--- config.mk ---
export PLATFORM = sky130hd
export DESIGN_NAME = sat_counter
export DESIGN_NICKNAME = d
export VERILOG_FILES = /design/src/rtl/count_sequence_checker_sat_counter.sv
export SDC_FILE = /design/constraint.sdc
export NUM_CORES = 1
export LEC_CHECK = 0
export BUFFER_PORTS_ARGS = -buffer_cell sky130_fd_sc_hd__buf_2
export CORE_MARGIN = 2
export CORE_UTILIZATION = 30
export CTS_BUF_LIST = sky130_fd_sc_hd__clkbuf_4
export CTS_CLUSTER_DIAMETER = 200
export DETAILED_ROUTE_END_ITERATION = 8
export MAX_ROUTING_LAYER = met4
export PLACE_DENSITY = 0.5
export SYNTH_ARGS = -nofsm -noshare
export SYNTH_HDL_FRONTEND = slang
export SYNTH_SLANG_ARGS = --single-unit
--- constraint.sdc ---
create_clock -name clk -period 3 [get_ports clk]
set_input_delay 0.45 -clock clk [delete_from_list [all_inputs] [get_ports clk]]
set_output_delay 0.45 -clock clk [all_outputs]
set_load 0.03 [all_outputs]
--- src/rtl/count_sequence_checker_sat_counter.sv ---
// rtl/count_sequence_checker_sat_counter.sv - saturating incrementer holding at all-ones
module sat_counter #(
  parameter int W = 8
) (
  input  logic         clk,
  input  logic         clear,
  input  logic         inc,
  output logic [W-1:0] count
);
  localparam logic [W-1:0] ONE = W'(1);

  always_ff @(posedge clk or posedge clear) begin
    if (clear) begin
      count <= '0;
    end else if (inc && (count != '1)) begin
      count <= count + ONE;
    end
  end
endmodule

[Yosys cells after proc, flatten, opt, wreduce, memory -nomap -nowiden]
Index checks and enable logic that the tools add are counted.
Word-level totals
  flip-flop bits (word level): 8
  bits of input ports: 3
  output and inout port bits: 8
  word-level logic and storage cells: 4
Cells by class
  add/sub/neg operators: 1
  equal/unequal tests: 1
  reductions and logical operators: 1
Operators with widths (number)
  8-bit by 1-bit adder with 8-bit output (second input constant): 1
  8-bit != test (second input constant): 1
  1-bit logical AND: 1

[Logic depth before layout (Yosys ltp)]
Gate-level depths: netlist (run 1).
  depth after elaboration: 2
  mapped depth: 4
  mapped depth without buffers: 4

[Worst setup path before layout (run 1)]
Ideal clock, no wire load.
  path kind: register to register
  start point: register count[0]
  end point: register count[1]
  setup time: 128 ps
  arrival: 1536 ps
  required time: 2872 ps
  slack: 1336 ps
  stages on the path, launching flop included: 5
  path buffers: 0
  clock period less this slack: 1664 ps
  cells stage by stage: dfrtp_1 -> ha_1 -> nand4_4 -> o21ai_2 -> mux2_1
Between the ends
  longest elaborated chain between the ends: 2
  elaborated cells on any way between the ends: 3
  classes of those cells: add/sub: 1; eq/ne: 1; reduce/logical: 1
Ends and longest elaborated chain
  from (decl): line 8  | output logic [W-1:0] count
  from (signal assigned): line 16  | count <= count + ONE;
  parallel branches: the longest is 2 deep, another holds 8-bit by 1-bit adder with 8-bit output
Several ways; the timed one is not identified.
A chain may end at the register's enable or synchronous reset.

[Worst setup path in the final report (run 1)]
Same ends and word-level chain as after synthesis.

==> results.md, run 1 <==
| Parameter | Value | Unit |
|:---|:---|:---|
| Clock input transition at the sequential cells of the worst setup and hold paths | 0.06 | ns |
| Most area-hungry cell type in the Yosys netlist | sky130_fd_sc_hd__dfrtp_1 | - |
| Die height | 41.4 | um |
| Count of hold-fix buffers inserted at cts | 0 | - |
| Routed wire length | 801 | um |
| Final global-route overflow total | 0 | - |
| Final RePlAce weighted congestion | 0.800 | - |
| Number of buffers added for setup after CTS | 0 | - |
| Estimated wirelength of the detail-placed design | 591 | um |
| Flip-flop count of the largest register after layout | 8 | - |
| First drt pass iteration count | 2 | - |
| Floorplan Core Area | 0.00130 | mm2 |
| DIE AREA | 0.00171 | mm2 |
| Relative slew slack | 0.797 | - |
| Number of antenna violations at the first check in global routing | 0 | - |
| Actual transition at the worst max-transition pin | 0.304 | ns |
| Unique masters post-synth | 19 | - |
| Post-Route Setup TNS | 0 | ns |
| Power density over the cells | 1140 | mW/mm2 |
| Synthesized flop and latch total | 8 | - |
| Final critical delay including setup and external delays | 1.55 | ns |
| Signal arrival time at the worst endpoint | 1.69 | ns |
| Min-delay worst type | primary input to async pin | - |
| Antenna viol nets, final | 0 | - |
| Die X-Extent | 41.4 | um |
| Area of placed instances | 488 | um2 |
| Pins Over Slew Limit | 0 | - |
| CTS sink count | 8 | - |
| CP startpoint kind | flop | - |
| Net count after synthesis | 42 | - |
| Largest register by flop count | count | - |
| Largest net degree at the start of global routing | 9 | - |
| Starting density of the core | 0.322 | - |
| Source of the worst register-to-register timing path | count[0] | - |
| Worst vdd rail ir drop | 0.389 | mV |
| R2R cell count | 4 | - |
| Post-cts repair resize count | 0 | - |
| Wire length of the first global-routing pass | 1270 | um |
| Setup repair after global routing missed its margin | false | - |
| H-tree depth | 1 | - |
| Latest clock arrival within the worst-skew pair | 0.26 | ns |
| CTS Buf Count | 3 | - |
| Synthesized instance count | 38 | - |
| Final hold violation count | 0 | - |
| Area growth from synthesis to layout | 21.8 | % |
| Post-DR wirelength/cell | 12.1 | um |
| Worst clock skew | 0.00401 | ns |
| Flop2flop setup slack | 1.45 | ns |
| Biggest area contributors in the synthesized netlist | sky130_fd_sc_hd__dfrtp_1 48%, sky130_fd_sc_hd__mux2_1 8.1%, sky130_fd_sc_hd__nand4_4 5.1%, sky130_fd_sc_hd__nand4_1 4.5%, sky130_fd_sc_hd__nand3_1 3.6% | - |
| Kind of critical path | flop to flop | - |
| Timing-limited maximum frequency | 0.644 | GHz |
| Number of max-capacitance violations reported | 0 | - |
| Vias | 349 | - |
| Via count of the first global-routing pass | 316 | - |
| Via-per-instance ratio | 5.29 | - |
| Filler cell count in the final layout | 140 | - |
| Violation count after the first detailed-route iteration | 1 | - |
| Clock Root Buffer | sky130_fd_sc_hd__clkbuf_4 | - |
| Share of layout cells above drive strength 1 | 0.314 | - |
| Mapped cell area | 419 | um2 |
| Area of all placed cells without fillers | 510 | um2 |
| Seq/Total Area, Yosys | 0.478 | - |
| Crit. End Element | flop | - |
| Post-detailed-route DRC marker count | 0 | - |
| Number of inserted diodes | 0 | - |
| Maximum clock insertion buffer count | 2 | - |
| Site Rows | 13 | - |
| Synth Warn # | 0 | - |
| Reg-to-Reg End | count[1] | - |
| Data required time of the critical path | 3.14 | ns |
| Input/output buffers | 10 | - |
| Num ports | 11 | - |
| Portion of synthesized cell area occupied by the leading cell type | 0.478 | - |
| Maximum fanout along the worst path | 7 | - |
| TritonCTS clock tree | yes | - |
| Post-synthesis area per instance | 11.0 | um2 |
| Biggest registers after layout | count x8 | - |
| Number of nets in the layout | 57 | - |
| Ratio of final minimum period to clock period | 0.517 | - |
| Run status | finished clean | - |
| Total setup violations reported at the end of the flow | 0 | - |
| Overall global routing resource usage | 0.121 | - |
| Leakage power | 0.000221 | uW |
## metal layers
metal / routed length (um) / global-route usage / share of wire / up-vias
met3: 62 / 0.0479 / 0.077 / 2
li1: - / - / - / 174
met2: 337 / 0.160 / 0.42 / 10
met4: 6 / 0.0726 / 0.0075 / 0
met1: 394 / 0.154 / 0.49 / 163
met5: 0 / - / 0 / -
## placed cells by master (no fill, tap or decap), drive strengths merged
cell	instances
xnor2	1
nand3	3
buf	10
o21bai	2
nand4	4
nor2	2
clkbuf	3
dfrtp	8
mux2	4
ha	1
o31a	1
o21ai	2
a21oi	1
nand2	4
inv	1
o2111a	1
nor3	2
a21boi	1
## synthesized netlist by cell type
| library cell | number |
|---|---|
| sky130_fd_sc_hd__a21boi_1 | 1 |
| sky130_fd_sc_hd__a21oi_1 | 1 |
| sky130_fd_sc_hd__dfrtp_1 | 8 |
| sky130_fd_sc_hd__ha_1 | 1 |
| sky130_fd_sc_hd__inv_1 | 1 |
| sky130_fd_sc_hd__mux2_1 | 3 |
| sky130_fd_sc_hd__mux2_2 | 1 |
| sky130_fd_sc_hd__nand2_1 | 4 |
| sky130_fd_sc_hd__nand3_1 | 3 |
| sky130_fd_sc_hd__nand4_1 | 3 |
| sky130_fd_sc_hd__nand4_4 | 1 |
| sky130_fd_sc_hd__nor2_1 | 2 |
| sky130_fd_sc_hd__nor3_1 | 2 |
| sky130_fd_sc_hd__o2111a_1 | 1 |
| sky130_fd_sc_hd__o21ai_1 | 1 |
| sky130_fd_sc_hd__o21ai_2 | 1 |
| sky130_fd_sc_hd__o21bai_1 | 2 |
| sky130_fd_sc_hd__o31a_1 | 1 |
| sky130_fd_sc_hd__xnor2_1 | 1 |
## layout make-up
| cell class | instances | area (um2) | share of cell area |
|---|---|---|---|
| tap | 15 | 18.8 | 0.0368 |
| timing repair buffer | 10 | 50.0 | 0.0980 |
| clock buffer | 3 | 22.5 | 0.0441 |
| sequential | 8 | 200 | 0.392 |
| multi-input combinational | 29 | 215 | 0.422 |
| inverter | 1 | 3.75 | 0.00735 |
## power by group
| group | total, uW | leakage (uW) | switching (uW) | internal [uW] |
|---|---|---|---|---|
| Combinational | 261 | 0.000108 | 165 | 96.1 |
| Sequential | 240 | 0.0000985 | 83.6 | 156 |
| Clock | 83.7 | 0.0000138 | 37.8 | 45.9 |
## how the worst max path moves through the flow
| stage | slack (ns) | cells after the start | endpoint | startpoint |
|---|---|---|---|---|
| after detailed placement | 1.45 | 4 | count[1] | count[0] |
| after global routing | 1.36 | 4 | count[1] | count[0] |
| after global placement | 1.52 | 4 | count[1] | count[0] |
| final | 1.45 | 4 | count[1] | count[0] |
| after CTS | 1.44 | 4 | count[1] | count[0] |
| after floorplan | 1.34 | 4 | count[1] | count[0] |
## critical path, stage by stage (launching register included)
cell                      delay (ns)
sky130_fd_sc_hd__dfrtp_1        0.43
sky130_fd_sc_hd__ha_1           0.29
sky130_fd_sc_hd__nand4_4        0.17
sky130_fd_sc_hd__o21ai_2        0.22
sky130_fd_sc_hd__mux2_1         0.33
## metrics by stage
| stage | utilization | std cells | total power, uW | hold WS, ns | setup WS, ns |
|---|---|---|---|---|---|
| 2_1_floorplan | - | 38 | 423 | 0.266 | 1.34 |
| 3_3_place_gp | 0.375 | 63 | 502 | 0.411 | 1.52 |
| 3_5_place_dp | 0.375 | 63 | 505 | 0.413 | 1.45 |
| 4_1_cts | 0.392 | 66 | 587 | 0.146 | 1.44 |
| 5_1_grt | 0.392 | 66 | 623 | 0.156 | 1.36 |
| 6_report | 0.392 | 66 | 584 | 0.127 | 1.45 |
## logic make-up (layout without fill, tap and decap cells)
family | after synthesis | in the layout | share of synthesized area
XOR/XNOR | 1 | 1 | 0.0209
AND/OR/NAND/NOR | 15 | 15 | 0.209
adder cells (fa/ha/maj) | 1 | 1 | 0.0298
multiplexers | 4 | 4 | 0.107
buffers and inverters | 1 | 14 | 0.00895
AO/OA/AOI/OAI | 8 | 8 | 0.146
flip-flops | 8 | 8 | 0.478
No activity file was read; power rests on OpenSTA's default activity.
==> inputs of run 2 (changes only) <==
--- a/config.mk
+++ b/config.mk
@@ -5,6 +5,7 @@
 export SDC_FILE = /design/constraint.sdc
 export NUM_CORES = 1
 export LEC_CHECK = 0
+export ABC_AREA = 1
 export BUFFER_PORTS_ARGS = -buffer_cell sky130_fd_sc_hd__buf_2
 export CORE_MARGIN = 2
 export CORE_UTILIZATION = 30
==> constraint.sdc (replaced) <==
create_clock -name clk -period 1.5 [get_ports clk]
set_input_delay 0.225 -clock clk [delete_from_list [all_inputs] [get_ports clk]]
set_output_delay 0.225 -clock clk [all_outputs]
set_load 0.03 [all_outputs]
==> run 2 against run 1 <==
  * Synthesized cell count up 66%
  * Sequential cell count unchanged
  * Die area increased by 12%
  * Highest routed layer unchanged
==> results.md, run 2 <==
| Parameter | Value | Unit |
|:---|:---|:---|
| Run status | finished clean | - |
| Most frequent cell on the critical path | sky130_fd_sc_hd__nand2_1 | - |
| Number of antenna violations at the first check in global routing | 0 | - |
| Most frequent cells in the layout | 21 x sky130_fd_sc_hd__nand2_1, 10 x sky130_fd_sc_hd__inv_1, 10 x sky130_fd_sc_hd__buf_2 | - |
| Via count of the first global-routing pass | 401 | - |
| Maximum fanout along the worst path | 11 | - |
| Die height | 43.7 | um |
| Post-Route Setup TNS | 0 | ns |
| Pins Over Slew Limit | 0 | - |
| Input/output buffers | 10 | - |
| Ratio of final minimum period to clock period | 0.871 | - |
| Post-synthesis area per instance | 7.51 | um2 |
| Crit path buf inv count | 0 | - |
| Min-delay worst type | primary input to flop | - |
| Number of synthesized flops with an enable pin | 0 | - |
| DIE AREA | 0.00191 | mm2 |
| Kind of critical path | flop to flop | - |
| H-tree depth | 1 | - |
| Setup repair after global routing missed its margin | false | - |
| Biggest area contributors in the synthesized netlist | sky130_fd_sc_hd__dfrtp_1 42%, sky130_fd_sc_hd__nand2_1 17%, sky130_fd_sc_hd__inv_1 7.9%, sky130_fd_sc_hd__nand3_1 6.3%, sky130_fd_sc_hd__nand3_2 4.2% | - |
| Site Rows | 14 | - |
| First drt pass iteration count | 4 | - |
| Internal power | 472 | uW |
| Number of nets in the layout | 81 | - |
| Synth Warn # | 0 | - |
| Most used standard cells in the synthesized netlist | 21 x sky130_fd_sc_hd__nand2_1, 10 x sky130_fd_sc_hd__inv_1, 8 x sky130_fd_sc_hd__dfrtp_1 | - |
| Synthesized flop and latch total | 8 | - |
| Clock input transition at the sequential cells of the worst setup and hold paths | 0.06 | ns |
| Num ports | 11 | - |
| Flip-flop count of the largest register after layout | 8 | - |
| Post-DR wirelength/cell | 10.5 | um |
| Final hold violation count | 0 | - |
| CTS sink count | 8 | - |
| Via-per-instance ratio | 4.63 | - |
| CP startpoint kind | flop | - |
| Signal arrival time at the worst endpoint | 1.50 | ns |
| Total Power Consumption | 856 | uW |
| Net count after synthesis | 67 | - |
| CTS Buf Count | 3 | - |
| Ordered cell list for the critical path | ha_1, nand2_2, nor2_2, nand2_4, nand2_1, nand2_1, o21ai_1 | - |
| Area growth from synthesis to layout | 19.3 | % |
| Unique masters post-synth | 16 | - |
| Latest clock arrival within the worst-skew pair | 0.26 | ns |
| Worst vdd rail ir drop | 0.720 | mV |
| Portion of synthesized cell area occupied by the leading cell type | 0.423 | - |
| Final critical delay including setup and external delays | 1.31 | ns |
| Overall global routing resource usage | 0.135 | - |
| Total setup violations reported at the end of the flow | 0 | - |
| Relative contribution of the clock network to total power | 0.208 | - |
| Mapped cell area | 473 | um2 |
| Die X-Extent | 43.7 | um |
| Number of inserted diodes | 0 | - |
| Sequential share of power | 0.404 | - |
| Leakage power | 0.000313 | uW |
| Timing-limited maximum frequency | 0.765 | GHz |
| Worst clock skew | 0.00593 | ns |
| Routed wire length | 952 | um |
| Share of layout cells above drive strength 1 | 0.267 | - |
| Leading cell type by number of instances after synthesis | sky130_fd_sc_hd__nand2_1 | - |
| Data required time of the critical path | 1.69 | ns |
| Final global-route overflow total | 0 | - |
| Clock Root Buffer | sky130_fd_sc_hd__clkbuf_4 | - |
| Filler cell count in the final layout | 170 | - |
| Relative slew slack | 0.786 | - |
| Number of buffers added for setup after CTS | 0 | - |
| Power spent charging and discharging nets | 384 | uW |
| Estimated wirelength of the detail-placed design | 733 | um |
| Seq/Total Area, Yosys | 0.423 | - |
| Vias | 421 | - |
| Largest stage delay, worst path | 0.41 | ns |
| Cell with the biggest individual delay on the critical path | sky130_fd_sc_hd__dfrtp_1 | - |
| Share of flip-flops with an asynchronous set or reset after synthesis | 1.00 | - |
| Most area-hungry cell type in the Yosys netlist | sky130_fd_sc_hd__dfrtp_1 | - |
| Actual transition at the worst max-transition pin | 0.321 | ns |
| Switching Share | 0.449 | - |
| Antenna viol nets, final | 0 | - |
| Starting density of the core | 0.318 | - |
| Power density over the cells | 1520 | mW/mm2 |
| Largest net degree at the start of global routing | 12 | - |
| Number of max-capacitance violations reported | 0 | - |
| Most common cell after layout, fill and taps aside | sky130_fd_sc_hd__nand2_1 | - |
| Part of the total power dissipated in combinational logic | 0.388 | - |
| Maximum clock insertion buffer count | 2 | - |
| TritonCTS clock tree | yes | - |
| Biggest registers after layout | count x8 | - |
| Wire length of the first global-routing pass | 1770 | um |
| Floorplan Core Area | 0.00149 | mm2 |
| Violation count after the first detailed-route iteration | 3 | - |
| Largest register by flop count | count | - |
| Crit. End Element | flop | - |
| Flip-flop cell with the highest count after synthesis | sky130_fd_sc_hd__dfrtp_1 | - |
| Cell type group with the largest total delay on the critical path | simple AND/OR/NAND/NOR gates | - |
| Synthesized instance count | 63 | - |
| Post-detailed-route DRC marker count | 0 | - |
| Final RePlAce weighted congestion | 0.704 | - |
-- run 2: changes by cell type after synthesis, sizes merged, moves of 3 or more --
cell and change:
nor2 +3, inv +9, mux2 -4, nand2 +19
nand3 +5
-- run 2: final timing paths --
check                      slack, ns  startpoint  cells past startpoint        to
setup / recovery                0.19    count[0]                      7  count[2]
hold / removal                  0.29         inc                      3  count[1]
setup reg to reg                0.19    count[0]                      7  count[2]
hold reg to reg                 0.52    count[7]                      2  count[7]
max in group asynchronous       0.81       clear                      3  count[0]
min in group asynchronous       0.45       clear                      3  count[1]
-- run 2: through the flow --
| step | hold WS (ns) | util | worst slack, ns | std cells | area [um2] |
|---|---|---|---|---|---|
| after floorplan | 0.0407 | - | 0.100 | 63 | 473 |
| after global placement | 0.201 | 0.354 | 0.170 | 87 | 527 |
| after detailed placement | 0.204 | 0.354 | 0.128 | 87 | 527 |
| after CTS | 0.293 | 0.376 | 0.111 | 91 | 559 |
| after global routing | 0.314 | 0.379 | 0.0385 | 91 | 564 |
| final | 0.289 | 0.379 | 0.193 | 91 | 564 |
-- run 2: worst min-delay path: cells and delay by family --
kind | cells | cell delay [ns]
buffers and inverters | 1 | 0.15
AND/OR/NAND/NOR | 2 | 0.14
-- run 2: cell families after synthesis --
group / count (synthesis) / synth area share
AOI/OAI and AO/OA: 2 / 0.0211
xor gates and xnor gates: 1 / 0.0185
adders and majority gates: 1 / 0.0265
buffers and inverters: 12 / 0.114
DFF: 8 / 0.423
and+or+nand+nor: 39 / 0.397
-- run 2: layer usage --
metal,GRT usage,part of all wire,wire [um]
met5,-,0,0
met4,0.0909,0.030,29
met3,0.0250,0.038,36
met2,0.200,0.46,435
met1,0.165,0.47,449
-- run 2: area by class of cell --
type                    count  area, um2  area share
flip-flops and latches      8        200       0.355
well taps                  16       20.0      0.0355
clock buffers               3       22.5      0.0399
multi-input cells          43        224       0.397
repair buffers             11       60.1       0.106
inverters                  10       37.5      0.0665
-- run 2: power groups by stage --
stage          logic [uW]  clock network [uW]  registers (uW)
6_report              333                 178             346
5_1_grt               369                 198             362
4_1_cts               340                 181             348
3_5_place_dp          335                   0             354
3_3_place_gp          335                   0             348
2_1_floorplan         132                   0             457
-- run 2: what timing repair did --
| item | in CTS | in global routing |
|---|---|---|
| gates resized for setup | 0 | 1 |
| endpoints found under the hold margin | 8 | 0 |
| hold buffers | 1 | 0 |
| endpoints found under the setup margin | 0 | 1 |
==> inputs of run 3 (changes only) <==
--- a/config.mk
+++ b/config.mk
@@ -5,14 +5,13 @@
 export SDC_FILE = /design/constraint.sdc
 export NUM_CORES = 1
 export LEC_CHECK = 0
-export ABC_AREA = 1
+export ABC_AREA = 0
 export BUFFER_PORTS_ARGS = -buffer_cell sky130_fd_sc_hd__buf_2
 export CORE_MARGIN = 2
 export CORE_UTILIZATION = 30
 export CTS_BUF_LIST = sky130_fd_sc_hd__clkbuf_4
 export CTS_CLUSTER_DIAMETER = 200
 export DETAILED_ROUTE_END_ITERATION = 8
-export MAX_ROUTING_LAYER = met4
 export PLACE_DENSITY = 0.5
 export SYNTH_ARGS = -nofsm -noshare
 export SYNTH_HDL_FRONTEND = slang
==> run 3 against run 2 <==
  * Register-to-register slack got worse by 0.12 ns
  * Combinational power increased by 76%
  * Count of clock-buffer cells in the layout increased by 1
  * Critical path depth decreased by 3
  * Non-clock buffer count increased by 1
  * Setup slack got worse by 0.12 ns
  * Final area decreased by 1.1%
  * Hold slack improved by 0.011 ns
  * Via count decreased by 14%
  * First-iteration DRC count decreased by 67%
  * Clock skew increased by 0.0019 ns
  * Largest cell class unchanged
==> results.md, run 3 (same netlist as run 1, synthesis figures left out) <==
| Parameter | Value | Unit |
|:---|:---|:---|
| Number of inserted diodes | 0 | - |
| Ratio of final minimum period to clock period | 0.953 | - |
| Total setup violations reported at the end of the flow | 0 | - |
| Non-filler instance count after layout | 69 | - |
| Post-detailed-route DRC marker count | 0 | - |
| Most common cell after layout, fill and taps aside | sky130_fd_sc_hd__buf_2 | - |
| Floorplan Core Area | 0.00130 | mm2 |
| Cell type group with the largest total delay on the critical path | flip-flops | - |
| Worst clock skew | 0.00780 | ns |
| Maximum fanout along the worst path | 7 | - |
| TritonCTS clock tree | yes | - |
| Clock input transition at the sequential cells of the worst setup and hold paths | 0.06 | ns |
| Final critical delay including setup and external delays | 1.43 | ns |
| Vias | 361 | - |
| Number of nets in the layout | 59 | - |
| Area of placed instances | 510 | um2 |
| Number of max-capacitance violations reported | 0 | - |
| Timing-limited maximum frequency | 0.700 | GHz |
| Number of buffers added for setup after CTS | 0 | - |
| Final RePlAce weighted congestion | 0.751 | - |
| Overall global routing resource usage | 0.124 | - |
| Via count of the first global-routing pass | 325 | - |
| Crit. End Element | flop | - |
| Post-Route Setup TNS | 0 | ns |
| Share of layout cells above drive strength 1 | 0.389 | - |
| Site Rows | 13 | - |
| CP startpoint kind | flop | - |
| Starting density of the core | 0.322 | - |
| Crit path buf inv count | 0 | - |
| Flip-flop count of the largest register after layout | 8 | - |
| Final hold violation count | 0 | - |
| CTS sink count | 8 | - |
| Ordered cell list for the critical path | ha_4, nand4_4, o21ai_4, mux2_1 | - |
| CTS Buf Count | 3 | - |
| Run status | finished clean | - |
| Signal arrival time at the worst endpoint | 1.57 | ns |
| Min-delay worst type | primary input to flop | - |
| Number of instances in the placed design | 64 | - |
| Worst vdd rail ir drop | 1.02 | mV |
| Die X-Extent | 41.4 | um |
| First drt pass iteration count | 3 | - |
| Biggest registers after layout | count x8 | - |
| DIE AREA | 0.00171 | mm2 |
| Power density over the cells | 2270 | mW/mm2 |
| Kind of critical path | flop to flop | - |
| Data required time of the critical path | 1.64 | ns |
| Routed wire length | 874 | um |
| Die height | 41.4 | um |
| Violation count after the first detailed-route iteration | 1 | - |
| Post-DR wirelength/cell | 12.7 | um |
| Total Power Consumption | 1260 | uW |
| Filler cell count in the final layout | 128 | - |
| Final global-route overflow total | 0 | - |
| Cell with the biggest individual delay on the critical path | sky130_fd_sc_hd__dfrtp_2 | - |
| Maximum clock insertion buffer count | 2 | - |
| H-tree depth | 1 | - |
| Area of all placed cells without fillers | 558 | um2 |
| Input/output buffers | 10 | - |
| Wire length of the first global-routing pass | 1320 | um |
| Antenna viol nets, final | 0 | - |
| Largest stage delay, worst path | 0.42 | ns |
| Via-per-instance ratio | 5.23 | - |
| Latest clock arrival within the worst-skew pair | 0.26 | ns |
| Clock Root Buffer | sky130_fd_sc_hd__clkbuf_4 | - |
| Most frequent cells in the layout | 10 x sky130_fd_sc_hd__buf_2, 6 x sky130_fd_sc_hd__dfrtp_1, 4 x sky130_fd_sc_hd__nand2_1, 4 x sky130_fd_sc_hd__clkbuf_4 | - |
| Largest register by flop count | count | - |
| Leakage power | 0.000233 | uW |
| Largest net degree at the start of global routing | 9 | - |
| Actual transition at the worst max-transition pin | 0.314 | ns |
| Num ports | 11 | - |
| Number of antenna violations at the first check in global routing | 0 | - |
| Area growth from synthesis to layout | 33.1 | % |
| Pins Over Slew Limit | 0 | - |
| Relative slew slack | 0.791 | - |
[run 3: layout make-up]
type / instances / area [um2] / area share
Sequential cell: 8 / 203 / 0.363
Multi-Input combinational cell: 29 / 235 / 0.422
Timing Repair Buffer: 12 / 67.6 / 0.121
Tap cell: 15 / 18.8 / 0.0336
Inverter: 1 / 3.75 / 0.00673
Clock buffer: 4 / 30.0 / 0.0538
[run 3: path summary, 6_finish.rpt]
path                           from        to  slack, ns  cells after the start
max reg2reg                count[0]  count[1]       0.07                      4
min in group asynchronous     clear  count[7]       0.45                      3
min reg2reg                count[6]  count[6]       0.53                      1
max in group asynchronous     clear  count[0]       0.79                      3
max                        count[0]  count[1]       0.07                      4
min                             inc  count[0]       0.30                      3
[run 3: worst register-to-register path, stage by stage, from the launching register on]
cell and delay (ns):
sky130_fd_sc_hd__dfrtp_2 0.42, sky130_fd_sc_hd__ha_4 0.18, sky130_fd_sc_hd__nand4_4 0.17, sky130_fd_sc_hd__o21ai_4 0.21, sky130_fd_sc_hd__mux2_1 0.33
[run 3: per-layer routing]
layer,track usage,share of wire
met5,0,0
met4,0.0968,0.014
met3,0.0319,0.065
met2,0.180,0.45
met1,0.155,0.47
[run 3: stage by stage]
stage	setup slack (ns)	hold WS [ns]	util
after floorplan	0.0210	0.0405	-
after global placement	0.121	0.183	0.392
after detailed placement	0.0848	0.187	0.392
after CTS	0.0703	0.290	0.423
after global routing	-0.000693	0.300	0.429
final	0.0710	0.300	0.429
[run 3: where the power goes]
part	internal [uW]	switching (uW)	leakage, uW	total [uW]
registers	318	164	0.0000965	482
clock network	120	76.5	0.0000184	196
logic	231	355	0.000118	587
[run 3: what timing repair did]
item / 4_1_cts / 5_1_grt
endpoints found under the setup margin: 0 / 1
hold buffers: 1 / 0
endpoints found under the hold margin: 8 / 0
resized for setup: 0 / 1
